===== src/rtl/kp_pkg.sv =====
// kp_pkg: keypad key codes, one-hot entry FSM encoding and seven-segment lookup (active-low {dp,g,f,e,d,c,b,a})
package kp_pkg;
  localparam logic [3:0] KEY_CLR = 4'hA;
  localparam logic [3:0] KEY_ENT = 4'hE;
  localparam logic [3:0] KEY_BSP = 4'hF;
  localparam logic [7:0] SEG_BLANK = 8'hFF;
  typedef enum logic [2:0] {S_IDLE = 3'b001, S_EDIT = 3'b010, S_COMMIT = 3'b100} kp_state_t;
  function automatic logic [7:0] seg_lut(input logic [3:0] d);
    case (d)
      4'h0: return 8'hC0;
      4'h1: return 8'hF9;
      4'h2: return 8'hA4;
      4'h3: return 8'hB0;
      4'h4: return 8'h99;
      4'h5: return 8'h92;
      4'h6: return 8'h82;
      4'h7: return 8'hF8;
      4'h8: return 8'h80;
      4'h9: return 8'h90;
      4'hA: return 8'h88;
      4'hB: return 8'h83;
      4'hC: return 8'hC6;
      4'hD: return 8'hA1;
      4'hE: return 8'h86;
      default: return 8'h8E;
    endcase
  endfunction
endpackage


===== src/rtl/seg_scan_mux.sv =====
// seg_scan_mux: multiplexes up to MAX_DIGITS BCD digits (digits/len in) onto active-low seg_an/seg_out, one slot per SCAN_DIV clocks
module seg_scan_mux import kp_pkg::*; #(
  parameter int MAX_DIGITS = 8,
  parameter int SCAN_DIV = 100000
) (
  input  logic        clk,
  input  logic        rst_n,
  input  logic [31:0] digits,
  input  logic [3:0]  len,
  output logic [7:0]  seg_an,
  output logic [7:0]  seg_out
);
  localparam int PW = $clog2(SCAN_DIV + 1);
  logic [PW-1:0] pre;
  logic [2:0] idx;
  logic vis;
  logic wrap;
  assign vis = {1'b0, idx} < len;
  assign wrap = pre == PW'(SCAN_DIV - 1);
  always_ff @(posedge clk)
    if (!rst_n) begin
      pre <= '0;
      idx <= '0;
      seg_an <= 8'hFF;
      seg_out <= SEG_BLANK;
    end else begin
      pre <= wrap ? '0 : pre + 1'b1;
      if (wrap) idx <= (idx == 3'(MAX_DIGITS - 1)) ? 3'd0 : idx + 3'd1;
      seg_an <= vis ? ~(8'b1 << idx) : 8'hFF;
      seg_out <= vis ? seg_lut(digits[{idx, 2'b00} +: 4]) : SEG_BLANK;
    end
endmodule


===== src/rtl/keypad_entry_ctrl.sv =====
// keypad_entry_ctrl: BCD keypad entry (key_valid/key_code in) committing entry_value/entry_len/entry_valid, key_reject on dropped keys, drives seg_an/seg_out
module keypad_entry_ctrl import kp_pkg::*; #(
  parameter int MAX_DIGITS = 8,
  parameter int SCAN_DIV = 100000
) (
  input  logic        clk,
  input  logic        rst_n,
  input  logic        key_valid,
  input  logic [3:0]  key_code,
  output logic [31:0] entry_value,
  output logic [3:0]  entry_len,
  output logic        entry_valid,
  output logic        key_reject,
  output logic [7:0]  seg_an,
  output logic [7:0]  seg_out
);
  kp_state_t state, state_n;
  logic [31:0] dig_buf, buf_n, val_n;
  logic [3:0] len, len_n, elen_n;
  logic show, show_n, valid_n, rej_n;
  always_comb begin
    state_n = state;
    buf_n = dig_buf;
    len_n = len;
    show_n = show;
    val_n = entry_value;
    elen_n = entry_len;
    valid_n = 1'b0;
    rej_n = 1'b0;
    if (state == S_COMMIT) begin
      state_n = S_IDLE;
      rej_n = key_valid;
    end else if (key_valid) begin
      if (key_code <= 4'd9) begin
        if (len < 4'(MAX_DIGITS)) begin
          buf_n = {dig_buf[27:0], key_code};
          len_n = len + 4'd1;
          show_n = 1'b0;
          state_n = S_EDIT;
        end else rej_n = 1'b1;
      end else if (key_code == KEY_CLR) begin
        buf_n = '0;
        len_n = '0;
        show_n = 1'b0;
        state_n = S_IDLE;
      end else if (key_code == KEY_BSP && len != 4'd0) begin
        buf_n = {4'h0, dig_buf[31:4]};
        len_n = len - 4'd1;
        state_n = (len == 4'd1) ? S_IDLE : S_EDIT;
      end else if (key_code == KEY_ENT && len != 4'd0) begin
        state_n = S_COMMIT;
        val_n = dig_buf;
        elen_n = len;
        valid_n = 1'b1;
        show_n = 1'b1;
        buf_n = '0;
        len_n = '0;
      end else rej_n = 1'b1;
    end
  end
  always_ff @(posedge clk)
    if (!rst_n) begin
      state <= S_IDLE;
      dig_buf <= '0;
      len <= '0;
      show <= 1'b0;
      entry_value <= '0;
      entry_len <= '0;
      entry_valid <= 1'b0;
      key_reject <= 1'b0;
    end else begin
      state <= state_n;
      dig_buf <= buf_n;
      len <= len_n;
      show <= show_n;
      entry_value <= val_n;
      entry_len <= elen_n;
      entry_valid <= valid_n;
      key_reject <= rej_n;
    end
  seg_scan_mux #(.MAX_DIGITS(MAX_DIGITS), .SCAN_DIV(SCAN_DIV)) u_scan (
    .clk(clk),
    .rst_n(rst_n),
    .digits(show ? entry_value : dig_buf),
    .len(show ? entry_len : len),
    .seg_an(seg_an),
    .seg_out(seg_out)
  );
endmodule


===== config.mk =====
export PLATFORM = sky130hd
export DESIGN_NAME = keypad_entry_ctrl
export DESIGN_NICKNAME = d
export VERILOG_FILES = /design/src/rtl/kp_pkg.sv /design/src/rtl/seg_scan_mux.sv /design/src/rtl/keypad_entry_ctrl.sv
export SDC_FILE = /design/constraint.sdc
export NUM_CORES = 1
export LEC_CHECK = 0
export CORE_UTILIZATION = 51
export CTS_CLUSTER_DIAMETER = 60
export DETAILED_ROUTE_END_ITERATION = 6
export GPL_ROUTABILITY_DRIVEN = 0
export GPL_TIMING_DRIVEN = 0
export PLACE_DENSITY = 0.72
export REMOVE_ABC_BUFFERS = 1
export SYNTH_ARGS = -nofsm -noshare
export SYNTH_HDL_FRONTEND = slang
export SYNTH_HIERARCHICAL = 1
export SYNTH_SLANG_ARGS = --single-unit

===== constraint.sdc =====
create_clock -name clk -period 2.65 [get_ports clk]
set_input_delay 0.53 -clock clk [delete_from_list [all_inputs] [get_ports clk]]
set_output_delay 0.53 -clock clk [all_outputs]
set_load 0.1 [all_outputs]

==> results of run 1 <==
layer usage:
metal | routed length [um] | part of all wire, %
met1 | 6400 | 46
met2 | 6510 | 47
met3 | 715 | 5.1
met4 | 282 | 2.0
met5 | 0 | 0
area by class of cell:
| cell class | count | area, um^2 |
|---|---|---|
| fill | 919 | 3830 |
| multi-input combinational | 458 | 3210 |
| sequential | 113 | 2270 |
| timing repair buffer | 71 | 777 |
| clock buffer | 21 | 449 |
| tap | 140 | 175 |
| clock inverter | 11 | 113 |
| inverter | 19 | 71.3 |
worst max-delay path: stages (launching register included):
cell and delay, ns:
dfxtp_4 0.38, buf_8 0.16, mux2_2 0.34, mux4_2 0.49, mux2_4 0.32, ha_2 0.21
or4b_1 0.52, o311a_1 0.14
cell families (layout without fill, tap and decap cells):
logic type | after synthesis | count (layout) | share of synthesized area (%)
buffers and inverters | 69 | 122 | 5.56
and+or+nand+nor | 192 | 192 | 15.9
muxes | 50 | 50 | 10.9
other | 1 | 1 | 0.0656
AOI/OAI and AO/OA | 180 | 180 | 21.4
DFF | 113 | 113 | 39.6
xor gates and xnor gates | 16 | 16 | 2.45
adders and majority gates | 19 | 19 | 4.16
repair_timing:
item,in CTS,in global routing
hold endpoints to repair,0,0
setup endpoints to repair,42,35
buffers inserted,4,2
resized for setup,16,7
pin swaps,1,2
cell usage after synthesis (5+ instances only):
| master | number |
|---|---|
| dfxtp_1 | 113 |
| nand2_1 | 98 |
| a21oi_1 | 75 |
| mux2_2 | 36 |
| nor2_1 | 30 |
| a22oi_1 | 26 |
| buf_2 | 20 |
| clkbuf_1 | 20 |
| a211oi_1 | 19 |
| ha_1 | 19 |
| inv_1 | 18 |
| o21ai_0 | 15 |
| nand3_1 | 14 |
| a211oi_2 | 11 |
| xor2_1 | 11 |
| nand4_1 | 10 |
| mux2i_1 | 8 |
| and2_1 | 6 |
| mux4_2 | 6 |
| buf_4 | 5 |
| nand2b_1 | 5 |
| nor3_1 | 5 |
| xnor2_1 | 5 |
layout by cell type, fill, tap and decap left out, types with 15 or more instances in the layout:
cell type	instances
nand2_1	98
inv_1	15
mux2_2	35
a22oi_1	26
ha_1	17
clkbuf_16	16
dfxtp_1	110
o21ai_0	15
clkdlybuf4s50_1	57
nor2_1	29
a211oi_1	19
a21oi_1	75
through the flow:
stage	TNS [ns]	total power, uW
finish	-0.0356	4420
global route	-0.0915	4580
CTS	-0.000769	4440
detailed placement	-48.84	2300
global placement	-97.89	2260
floorplan	-8.80	2160
worst max-delay path by stage:
| stage | from | to | slack (ns) | depth (start not counted) |
|---|---|---|---|---|
| 3_5_place_dp | show$_SDFFE_PN0P_ | u_scan/seg_out[0]$_SDFF_PN1_ | -1.04 | 6 |
| 3_3_place_gp | key_code[1] | state[0]$_SDFFE_PP1P_ | -1.69 | 5 |
| 6_report | show$_SDFFE_PN0P_ | u_scan/seg_out[0]$_SDFF_PN1_ | -0.04 | 7 |
| 4_1_cts | show$_SDFFE_PN0P_ | u_scan/seg_out[0]$_SDFF_PN1_ | -0.0008 | 7 |
| 5_1_grt | show$_SDFFE_PN0P_ | u_scan/seg_out[0]$_SDFF_PN1_ | -0.08 | 7 |
| 2_1_floorplan | show$_SDFFE_PN0P_ | u_scan/seg_out[0]$_SDFF_PN1_ | -0.80 | 6 |
report_power, final:
group / internal, uW / switching, uW / leakage (uW) / total (uW)
combinational: 174 / 299 / 0.00127 / 473
clock: 1370 / 762 / 0.000273 / 2130
sequential: 1750 / 57.1 / 0.000920 / 1810
flip-flops by register name (all words and copies together), names as in the netlist, 3 cells and up:
name and cells:
dig_buf 32, entry_len 4, entry_value 32, len 4, state 3, u_scan/idx 3
u_scan/pre 17, u_scan/seg_an 8, u_scan/seg_out 7
==> metrics.md, run 1 <==
| Metric | Value |
|---|---|
| Status | `complete, but fails checks` |
| Failing checks | `setup timing` |
| Dpl hpwl | `8780 um` |
| Synth Cell Area | `5710 um^2` |
| DRT iter0 DRCs | `427` |
| Hold crit path type | `reg2reg` |
| Post-DRT Antenna Nets | `0` |
| Worst setup EP type | `register` |
| Initial antenna violation count | `0` |
| Number of synthesized flops with an enable pin | `0` |
| # rows | `38` |
| Final count of pins violating max slew | `0` |
| FF-to-FF End | `u_scan/seg_out[0]$_SDFF_PN1_` |
| Final instance area | `7060 um^2` |
| RSZ-0062 raised after global routing | `true` |
| Num CTS Buffers | `17` |
| Clock slew at reported path FFs | `0.05 ns` |
| Leak pwr | `0.00246 uW` |
| Fin util | `64.8%` |
| Met1 Track Usage GR | `33.1%` |
| Worst r2r src | `show$_SDFFE_PN0P_` |
| I/O Buffers | `59` |
| Worst-Skew Late Latency | `0.52 ns` |
| WL final | `13900 um` |
| Avg Synthesized Cell Area | `8.93 um^2` |
| WP data arrival | `3.09 ns` |
| Peak VDD IR | `427 uV` |
| Share of the synthesized area in the top cell type | `39.6%` |
| Hold bufs inserted after CTS | `0` |
| Final period utilization | `101%` |
| Clk root buf | `clkbuf_8` |
| FMAX | `372 MHz` |
| Async SR Flop Fraction | `0%` |
| Sequential area share after synthesis | `39.6%` |
| WHS Endpoint | `entry_value[7]$_SDFFE_PN0P_` |
| Reg2reg path depth | `7` |
| Slew @ Worst Pin | `0.995 ns` |
| H-tree lvl count | `4` |
| Dpl ws | `-1.04 ns` |
| Post-synth top area cell | `dfxtp_1` |
| Setup violators final | `1` |
| Global-route wire length before repair | `23300 um` |
| Yosys reg bits | `113` |
| R2r setup slk | `-0.04 ns` |
| Cell variety after synth | `64` |
| Vias post-DR | `4951` |
| Synth warn | `13` |
| Post-layout min period | `2.69 ns` |
| TritonCTS clock tree | `yes` |
| CP Launch Type | `register` |
| Hold slack final | `0.471 ns` |
| Die area | `11600 um^2` |
| Pwr Density | `626 nW/um^2` |
| Rel. slew slack | `33.5%` |
| Number of global-route vias before repair | `4698` |
| Die Wd | `108 um` |
| Dpl cell area | `6360 um^2` |
| Worst hold start | `entry_value[7]$_SDFFE_PN0P_` |
| Area growth syn-to-layout | `23.6%` |
| Core ar. | `10900 um^2` |
| DR pass1 iterations | `5` |
| Synthesized netlist cell count | `640` |
| Final hold violations | `0` |
| Setup ws final | `-0.0356 ns` |
| Clock sink total | `113` |
| Met2 Use GR | `41.5%` |
| MaxCap Viol Count | `0` |
| Synth area leaders | `dfxtp_1, mux2_2, a21oi_1` |
| Fraction of layout cells with a size suffix above 1 | `17.3%` |
| Longest Clk Path Bufs | `2` |
| Clock Skew | `0.00771 ns` |
| Vias per inst | `5.94` |
| Worst hold stages | `2` |
| DRC violations left | `0` |
| All-Layer GR Usage | `25.9%` |
| Die Height | `108 um` |
| Placed Instances | `795` |
| Worst EP required | `3.05 ns` |
| ANT cells | `0` |
| Largest net degree at the start of global routing | `49` |
| Most Crowded Layer GR | `met2` |
| Worst-path maximum fanout | `10` |
| Main synth FF type | `dfxtp_1` |
| Fin cells | `833` |
| Grt met3 use | `6.54%` |
| Final nets | `706` |
| Ports | `61` |
| Initial core utilization | `52.5%` |
| Wire per inst | `16.7 um` |
| Critical path type | `reg2reg` |
| Grt ovf | `0` |
No activity file was read; power rests on OpenSTA's default activity.
==> run 2, diff against run 1 <==
Settings changed: CORE_UTILIZATION 51 to 30, PLACE_DENSITY 0.72 to 0.45, SETUP_SLACK_MARGIN from default to 0.5.
==> metrics.md, run 2 (same netlist as run 1, synthesis figures left out) <==
| Metric | Value |
|---|---|
| Status | `complete, but fails checks (unchanged)` |
| Failing checks | `setup timing (unchanged)` |
| WL final | `17800 um (was 13900 um)` |
| Worst hold stages | `2 (unchanged)` |
| RSZ-0062 raised after global routing | `true (unchanged)` |
| Dpl hpwl | `9860 um (was 8780 um)` |
| Worst EP required | `2.93 ns (was 3.05 ns)` |
| Setup ws final | `-0.0157 ns (was -0.0356 ns)` |
| Critical-path top delay cell | `or4b_1 (unchanged)` |
| Initial antenna violation count | `1 (was 0)` |
| Largest net degree at the start of global routing | `75 (was 49)` |
| Final period utilization | `101% (about the same)` |
| Number of global-route vias before repair | `5088 (was 4698)` |
| Setup violators final | `1 (unchanged)` |
| CP Launch Type | `register (unchanged)` |
| Vias post-DR | `5134 (was 4951)` |
| Worst setup EP type | `register (unchanged)` |
| Final count of pins violating max slew | `0 (unchanged)` |
| DR pass1 iterations | `5 (unchanged)` |
| Hold crit path type | `reg2reg (unchanged)` |
| Worst hold start | `entry_value[21]$_SDFFE_PN0P_ (was entry_value[7]$_SDFFE_PN0P_)` |
| Global-route wire length before repair | `27900 um (was 23300 um)` |
| Num CTS Buffers | `17 (unchanged)` |
| Wire per inst | `18.5 um (was 16.7 um)` |
| Worst path cell trace | `buf_8 > buf_12 > mux2_4 > mux4_2 > mux2i_4 > a31oi_2 > or4b_1 > o311a_1 (was buf_8 > mux2_2 > mux4_2 > mux2_4 > ha_2 > or4b_1 > o311a_1)` |
| Clk root buf | `clkbuf_16 (was clkbuf_8)` |
| TritonCTS clock tree | `yes (unchanged)` |
| CP max stage delay | `0.53 ns (was 0.52 ns)` |
| Post-DRT Antenna Nets | `0 (unchanged)` |
| FF-to-FF End | `u_scan/seg_out[0]$_SDFF_PN1_ (unchanged)` |
| # rows | `50 (was 38)` |
| Die Height | `140 um (was 108 um)` |
| Commonest cells after routing, fill and taps aside | `dfxtp_1, nand2_1, a21oi_1 (unchanged)` |
| Longest Clk Path Bufs | `2 (unchanged)` |
| WHS Endpoint | `entry_value[21]$_SDFFE_PN0P_ (was entry_value[7]$_SDFFE_PN0P_)` |
| Most common cell after layout, fill and taps aside | `dfxtp_1 (unchanged)` |
| Post-layout min period | `2.67 ns (was 2.69 ns)` |
| I/O Buffers | `59 (unchanged)` |
| Ports | `61 (unchanged)` |
| Worst-Skew Late Latency | `0.41 ns (was 0.52 ns)` |
| Area growth syn-to-layout | `34.4% (was 23.6%)` |
| Fin cells | `961 (was 833)` |
| WP data arrival | `2.95 ns (was 3.09 ns)` |
| Fin util | `41.0% (was 64.8%)` |
| Die Wd | `140 um (was 108 um)` |
| Placed Instances | `888 (was 795)` |
| Final hold violations | `0 (unchanged)` |
| Initial core utilization | `30.5% (was 52.5%)` |
| FMAX | `375 MHz (was 372 MHz)` |
| All-Layer GR Usage | `18.4% (was 25.9%)` |
| Peak VDD IR | `406 uV (was 427 uV)` |
| Reg2reg path depth | `8 (was 7)` |
| Fraction of layout cells with a size suffix above 1 | `28.2% (was 17.3%)` |
| Vias per inst | `5.34 (was 5.94)` |
| Biggest regs | `dig_buf (32), entry_value (32), u_scan/pre (17) (unchanged)` |
| DRT iter0 DRCs | `282 (was 427)` |
| Rel. slew slack | `36.2% (was 33.5%)` |
| Clock Skew | `0.0106 ns (was 0.00771 ns)` |
| Leak pwr | `0.00269 uW (was 0.00246 uW)` |
| Core ar. | `18700 um^2 (was 10900 um^2)` |
| Worst-path maximum fanout | `6 (was 10)` |
| Critical path type | `reg2reg (unchanged)` |
| R2r setup slk | `-0.02 ns (was -0.04 ns)` |
| MaxCap Viol Count | `0 (unchanged)` |
| Clock slew at reported path FFs | `0.06 ns (was 0.05 ns)` |
| Clock sink total | `113 (unchanged)` |
| DRC violations left | `0 (unchanged)` |
| Slew @ Worst Pin | `0.961 ns (was 0.995 ns)` |
| H-tree lvl count | `4 (unchanged)` |
| Grt ovf | `0 (unchanged)` |
| Pwr Density | `595 nW/um^2 (was 626 nW/um^2)` |
| Final nets | `742 (was 706)` |
| Worst r2r src | `show$_SDFFE_PN0P_ (unchanged)` |
| Die area | `19600 um^2 (was 11600 um^2)` |
-- run 2: changes by cell type in the layout (fill, tap and decap cells not counted), moves of 5 or more --
cell / delta
buf_12: +5
buf_4: +17
buf_6: +7
clkbuf_2: +20
clkdlybuf4s15_2: +17
clkdlybuf4s50_1: -54
dlygate4sd2_1: +18
mux2_2: -14
mux2_4: +14
-- run 2: layout make-up --
| class | count | area [um^2] |
|---|---|---|
| clock buffers | 24 | 512 |
| clock inverters | 5 | 52.6 |
| inverters | 19 | 78.8 |
| multi-input cells | 463 | 3420 |
| flip-flops and latches | 113 | 2270 |
| diodes | 1 | 2.50 |
| fillers | 1847 | 11000 |
| well taps | 234 | 293 |
| repair buffers | 102 | 1050 |
-- run 2: worst max-delay path by stage --
stage                     depth (start not counted)         startpoint  slack, ns                           end
final                                             8  show$_SDFFE_PN0P_      -0.02  u_scan/seg_out[0]$_SDFF_PN1_
after global routing                              8  show$_SDFFE_PN0P_      -0.04  u_scan/seg_out[0]$_SDFF_PN1_
after CTS                                        12  show$_SDFFE_PN0P_       0.03  u_scan/seg_out[3]$_SDFF_PN1_
after detailed placement                          6  show$_SDFFE_PN0P_      -1.28  u_scan/seg_out[0]$_SDFF_PN1_
after global placement                            6  show$_SDFFE_PN0P_      -1.77  u_scan/seg_out[0]$_SDFF_PN1_
after floorplan                                   6  show$_SDFFE_PN0P_      -0.80  u_scan/seg_out[0]$_SDFF_PN1_
-- run 2: critical path: cells and delay by family (launching register included) --
kind                   cells  cell delay, ns
muxes                      3            1.09
AOI/OAI and AO/OA          2            0.22
DFF                        1            0.42
buffers and inverters      2            0.28
and+or+nand+nor            1            0.53
-- run 2: what timing repair did --
action,CTS,global route
hold buffers,0,0
gates resized for setup,161,42
buffers inserted,30,5
gates cloned,7,1
pin swaps,15,7
endpoints found under the setup margin,160,113
-- run 2: routing by layer --
metal  part of all wire, %  vias up  wire length, um  global-route usage (%)
li1                      -     2473                -                       -
met1                    44     2487             7880                    23.1
met2                    48      147             8500                    30.3
met3                   5.6       27              997                    4.99
met4                   2.3        0              408                    6.36
met5                     0        -                0                       0
-- run 2: power by group --
group | switching [uW] | total, uW | internal (uW)
clock | 776 | 2190 | 1420
sequential | 60.9 | 1810 | 1750
combinational | 340 | 562 | 223
-- run 2: stage by stage --
| step | setup TNS, ns | power, uW | hold WS [ns] | instance area (um^2) | worst slack (ns) |
|---|---|---|---|---|---|
| after floorplan | -8.80 | 2160 | 0.441 | 5470 | -0.797 |
| after global placement | -110.80 | 2280 | 0.461 | 6350 | -1.77 |
| final | -0.0157 | 4570 | 0.466 | 7680 | -0.0157 |
| after detailed placement | -47.92 | 2310 | 0.464 | 6480 | -1.28 |
| after CTS | 0 | 4570 | 0.473 | 7600 | 0.0288 |
| after global routing | -0.0414 | 4740 | 0.497 | 7680 | -0.0414 |
==> run 3, diff against run 2 <==
Settings changed: CORE_MARGIN from default to 1.
==> results of run 3 <==
No change in the layout: final DEF, timing and power equal those of run 2.
==> variant 1: new RTL, flow settings as in run 1 <==
Encoding of `kp_state_t`: now binary (2 bits for 3 states). Comments in the files are not updated.
--- a/src/rtl/kp_pkg.sv
+++ b/src/rtl/kp_pkg.sv
@@ -6,3 +6,3 @@
   localparam logic [7:0] SEG_BLANK = 8'hFF;
-  typedef enum logic [2:0] {S_IDLE = 3'b001, S_EDIT = 3'b010, S_COMMIT = 3'b100} kp_state_t;
+  typedef enum logic [1:0] {S_IDLE = 2'd0, S_EDIT = 2'd1, S_COMMIT = 2'd2} kp_state_t;
   function automatic logic [7:0] seg_lut(input logic [3:0] d);
Behaviour: no difference found for any inputs over 4 cycles, from zero or initial values and one cycle with rst_n low; so few cycles prove little.
==> variant 1 against run 1 <==
- the run still ends with negative setup slack left
- clock skew rose by 0.0028 ns
- setup slack lost 0.13 ns
- non-clock buffer count up 3
- largest power group is now registers
- highest routed layer unchanged
- global-route usage is 0.80 points higher
- critical endpoint is now len[3]
- synthesized cell count stayed put
- sequential cell count is 1 lower
- wire length up 12%
- total power down 17%
- final area down 2.5%
- area after synthesis grew 0.90%
==> variant 1: results (changes against run 1) <==
outcome=complete, but fails checks (unchanged); violated checks=negative setup slack (unchanged); Worst-Skew Late Latency=0.36 ns (was 0.52 ns); worst min path class=flip-flop to flip-flop (unchanged); DP HPWL=8990 µm (was 8780 µm); metal3 WL=1170 µm (was 715 µm); met1 WL=6550 µm (was 6400 µm); routed vias=5152 (was 4951); root buf cell=clkbuf_16 (was clkbuf_8); gr usage total=26.7% (was 25.9%); Lkg Pwr=2.33 nW (was 2.46 nW); Setup WS pre-CTS=-1.05 ns (was -1.04 ns); H-tree levels=3 (was 4); Buffers on Ports=59 (unchanged); Seq/Total Area, Yosys=38.9% (was 39.6%); Synth top cells by count=112 x dfxtp_1, 74 x a21oi_1, 51 x nand3_1, 48 x o21ai_0, 35 x mux2_2 (was 113 x dfxtp_1, 98 x nand2_1, 75 x a21oi_1, 36 x mux2_2, 30 x nor2_1); Async SR Flop Fraction=0% (unchanged); Clock Pin Slew Worst Setup and Hold Paths=0.07 ns (was 0.05 ns); initial antenna violation count=0 (unchanged); Rel. slew slack=34.2% (was 33.5%); final non-filler cell total=816 (was 833); first-pass GRT wire length=24300 µm (was 23300 µm); final setup fails=15 (was 1); CTS Buf Count=9 (was 17); VDD IR-drop max=0.427 mV (about the same); skew final=0.0105 ns (was 0.00771 ns); DRT iter0 DRCs=425 (was 427); yosys warns=13 (unchanged); layout cells sized above 1=16.0% (was 17.3%); Max Cap Viol=0 (unchanged); vias in the first global route=4744 (was 4698); worst-path maximum fanout=15 (was 10); Yosys cell types=70 (was 64); Total Wirelength=15500 µm (was 13900 µm); Synth area leaders=dfxtp_1 39%, mux2_2 6.8%, a21oi_1 6.4% (was dfxtp_1 40%, mux2_2 7.1%, a21oi_1 6.6%); CP max stage delay=0.81 ns (was 0.52 ns); Slowest-stage cell, CP=clkdlybuf4s50_1 (was or4b_1); setup ws final=-0.163 ns (was -0.0356 ns); Cells after DPL=786 (was 795); layout net count=698 (was 706); CP top delay family=simple AND/OR/NAND/NOR gates (was multiplexers); largest net degree at the start of global routing=42 (was 49); met2 WL=7510 µm (was 6510 µm)
[variant 1: cell types whose count changed in the layout (fill, tap and decap cells not counted), sizes merged, moves of 3 or more]
| cell | change |
|---|---|
| buf | +3 |
| clkbuf | -11 |
| clkinv | -4 |
| nand2 | -73 |
| nand3 | +36 |
| o21ai | +35 |
[variant 1: cells by family (layout without fill, tap and decap cells)]
logic type	count (synthesis)	in the layout	synth area share, %
XOR/XNOR	16	16	2.43
multiplexers	49	49	10.6
other	1	1	0.0651
adder cells (fa/ha/maj)	18	18	3.91
buffers and inverters	77	109	5.99
flip-flops	112	112	38.9
AND/OR/NAND/NOR	153	155	13.6
AO/OA/AOI/OAI	214	216	24.5
[variant 1: layer usage]
layer | vias up | track usage [%]
met5 | - | 0
met4 | 0 | 9.46
met3 | 36 | 7.29
met2 | 204 | 44.1
met1 | 2493 | 33.4
li1 | 2419 | -
[variant 1: layout make-up]
class | count | area [µm²]
Timing Repair Buffer | 74 | 808
Inverter | 21 | 78.8
Fill cell | 940 | 4050
Tap cell | 140 | 175
Clock buffer | 10 | 229
Multi-Input combinational cell | 455 | 3300
Clock inverter | 4 | 47.5
Sequential cell | 112 | 2250
[variant 1: path summary, 6_finish.rpt]
path,startpoint,end,cells past startpoint,slack [ns]
min,u_scan/pre[0],u_scan/pre[0],1,0.48
max reg2reg,show,u_scan/seg_out[0],7,-0.03
min reg2reg,u_scan/pre[0],u_scan/pre[0],1,0.48
max,key_code[3],len[3],5,-0.16
[variant 1: report_power, final]
group          leakage [nW]  switching [mW]  internal (mW)
sequential            0.912          0.0600           1.74
clock                 0.134           0.600          0.720
combinational          1.29           0.371          0.192
total                  2.33            1.03           2.65
[variant 1: timing repair]
| item | 4_1_cts | 5_1_grt |
|---|---|---|
| cloned | 1 | 3 |
| gates resized for setup | 14 | 7 |
| pin swaps | 2 | 5 |
| buffers inserted | 3 | 9 |
| endpoints found under the setup margin | 73 | 54 |
[variant 1: stage by stage]
stage	instance area, µm²	setup TNS (ns)
after floorplan	5500	-3.20
final	6890	-1.22
after global routing	6890	-1.15
after CTS	6750	-0.0668
after global placement	6260	-85.04
after detailed placement	6360	-39.00
[variant 1: worst reg2reg max path, delay by kind of cell (launching register included)]
| family | cells | cell delay [ns] |
|---|---|---|
| buffers and inverters | 1 | 0.16 |
| adder cells (fa/ha/maj) | 1 | 0.21 |
| multiplexers | 3 | 1.14 |
| AND/OR/NAND/NOR | 1 | 0.52 |
| flip-flops | 1 | 0.39 |
| AO/OA/AOI/OAI | 1 | 0.14 |
==> variant 2: new RTL, settings of run 1 <==
Made on the original files. `SCAN_DIV` is set to 100000 in 2 places; all go to 200000.
--- a/src/rtl/seg_scan_mux.sv
+++ b/src/rtl/seg_scan_mux.sv
@@ -3,3 +3,3 @@
   parameter int MAX_DIGITS = 8,
-  parameter int SCAN_DIV = 100000
+  parameter int SCAN_DIV = 200000
 ) (
--- a/src/rtl/keypad_entry_ctrl.sv
+++ b/src/rtl/keypad_entry_ctrl.sv
@@ -3,3 +3,3 @@
   parameter int MAX_DIGITS = 8,
-  parameter int SCAN_DIV = 100000
+  parameter int SCAN_DIV = 200000
 ) (
Check against the original RTL: no difference found for any inputs over 4 cycles, from zero or initial values and one cycle with rst_n low; that may be too few to reach the edited logic, so the function may still have changed.
==> variant 2 against run 1 <==
- the flow finishes with violations (design-rule violations)
- area after synthesis is 0.11% lower
- critical path depth is 3 higher
- first-iteration DRC count is 5.6% lower
- wire length is 4.8% higher
- final area is 0.43% lower
- total power is 1.8% lower
- setup slack better by 0.069 ns
- count of clock-buffer cells in the layout is 4 higher
- core utilization is 0.28 points lower
- sequential cell count is 1 higher
- cell count is 0.84% lower
- non-clock buffer count stayed put
==> variant 2: results (changes against run 1) <==
Lkg Pwr=2.53 nW (was 2.46 nW); layout net count=701 (was 706); Setup WS pre-CTS=-0.905 ns (was -1.04 ns); CTS resizes=10 (was 16); DP HPWL=8930 µm (was 8780 µm); gate count after technology mapping=636 (was 640); DRC Markers=1 (was 0); Rel. slew slack=34.1% (was 33.5%); Via-to-Cell Ratio=5.97 (was 5.94); VDD IR-drop max=0.460 mV (was 0.427 mV); violated checks=design-rule violations (was negative setup slack); worst-path maximum fanout=7 (was 10); Reg2Reg Depth=10 (was 7); first-pass GRT wire length=23400 µm (was 23300 µm); adder-cell share of the synthesized area=4.17% (was 4.16%); gr usage total=26.2% (was 25.9%); Total Wirelength=14600 µm (was 13900 µm); Worst Setup EP=u_scan/seg_out[3] (was u_scan/seg_out[0]); outcome=complete, but fails checks (unchanged); Seq/Total Area, Yosys=40.0% (was 39.6%); CP max stage delay=0.48 ns (was 0.52 ns); net switching power=1.09 mW (was 1.12 mW); vias in the first global route=4635 (was 4698); multi-input logic area=0.00317 mm² (was 0.00321 mm²); Area after DPL=0.00636 mm² (about the same); Synth top cells by count=114 x dfxtp_1, 96 x nand2_1, 76 x a21oi_1, 36 x mux2_2, 28 x nor2_1 (was 113 x dfxtp_1, 98 x nand2_1, 75 x a21oi_1, 36 x mux2_2, 30 x nor2_1); Compound-Gate Fraction of Synth Area=21.7% (was 21.4%); first-pass iteration count of the detailed router=7 (was 5); DRT iter0 DRCs=403 (was 427); Cells after DPL=790 (was 795); Hold Slack=0.469 ns (was 0.471 ns); largest registers=dig_buf x32, entry_value x32, u_scan/pre x18 (was dig_buf x32, entry_value x32, u_scan/pre x17); DR WL/cell=17.7 µm (was 16.7 µm); Synth Area in XOR/XNOR=2.61% (was 2.45%); met2 usage=42.9% (was 41.5%); Slowest-stage cell, CP=mux4_2 (was or4b_1)
==> variant 2: routing by layer <==
layer  vias to the layer above  part of all wire (%)
met3                        22                   6.6
li1                       2373                     -
met5                         -                 0.089
met4                         2                   1.7
met1                      2351                    42
met2                       183                    49
==> variant 2: power groups by stage <==
| stage | Combinational, mW | Clock, mW | Sequential (mW) |
|---|---|---|---|
| after floorplan | 0.256 | 0 | 1.91 |
| after global placement | 0.411 | 0 | 1.86 |
| after detailed placement | 0.449 | 0 | 1.86 |
| after CTS | 0.461 | 2.08 | 1.82 |
| after global routing | 0.508 | 2.16 | 1.83 |
| final | 0.475 | 2.04 | 1.83 |
==> variant 2: layout make-up <==
type	count	area share (%)
tap	140	2.49
multi-input combinational	452	45.2
inverter	19	1.01
sequential	114	32.5
clock inverter	5	0.356
timing repair buffer	71	11.1
clock buffer	25	7.31
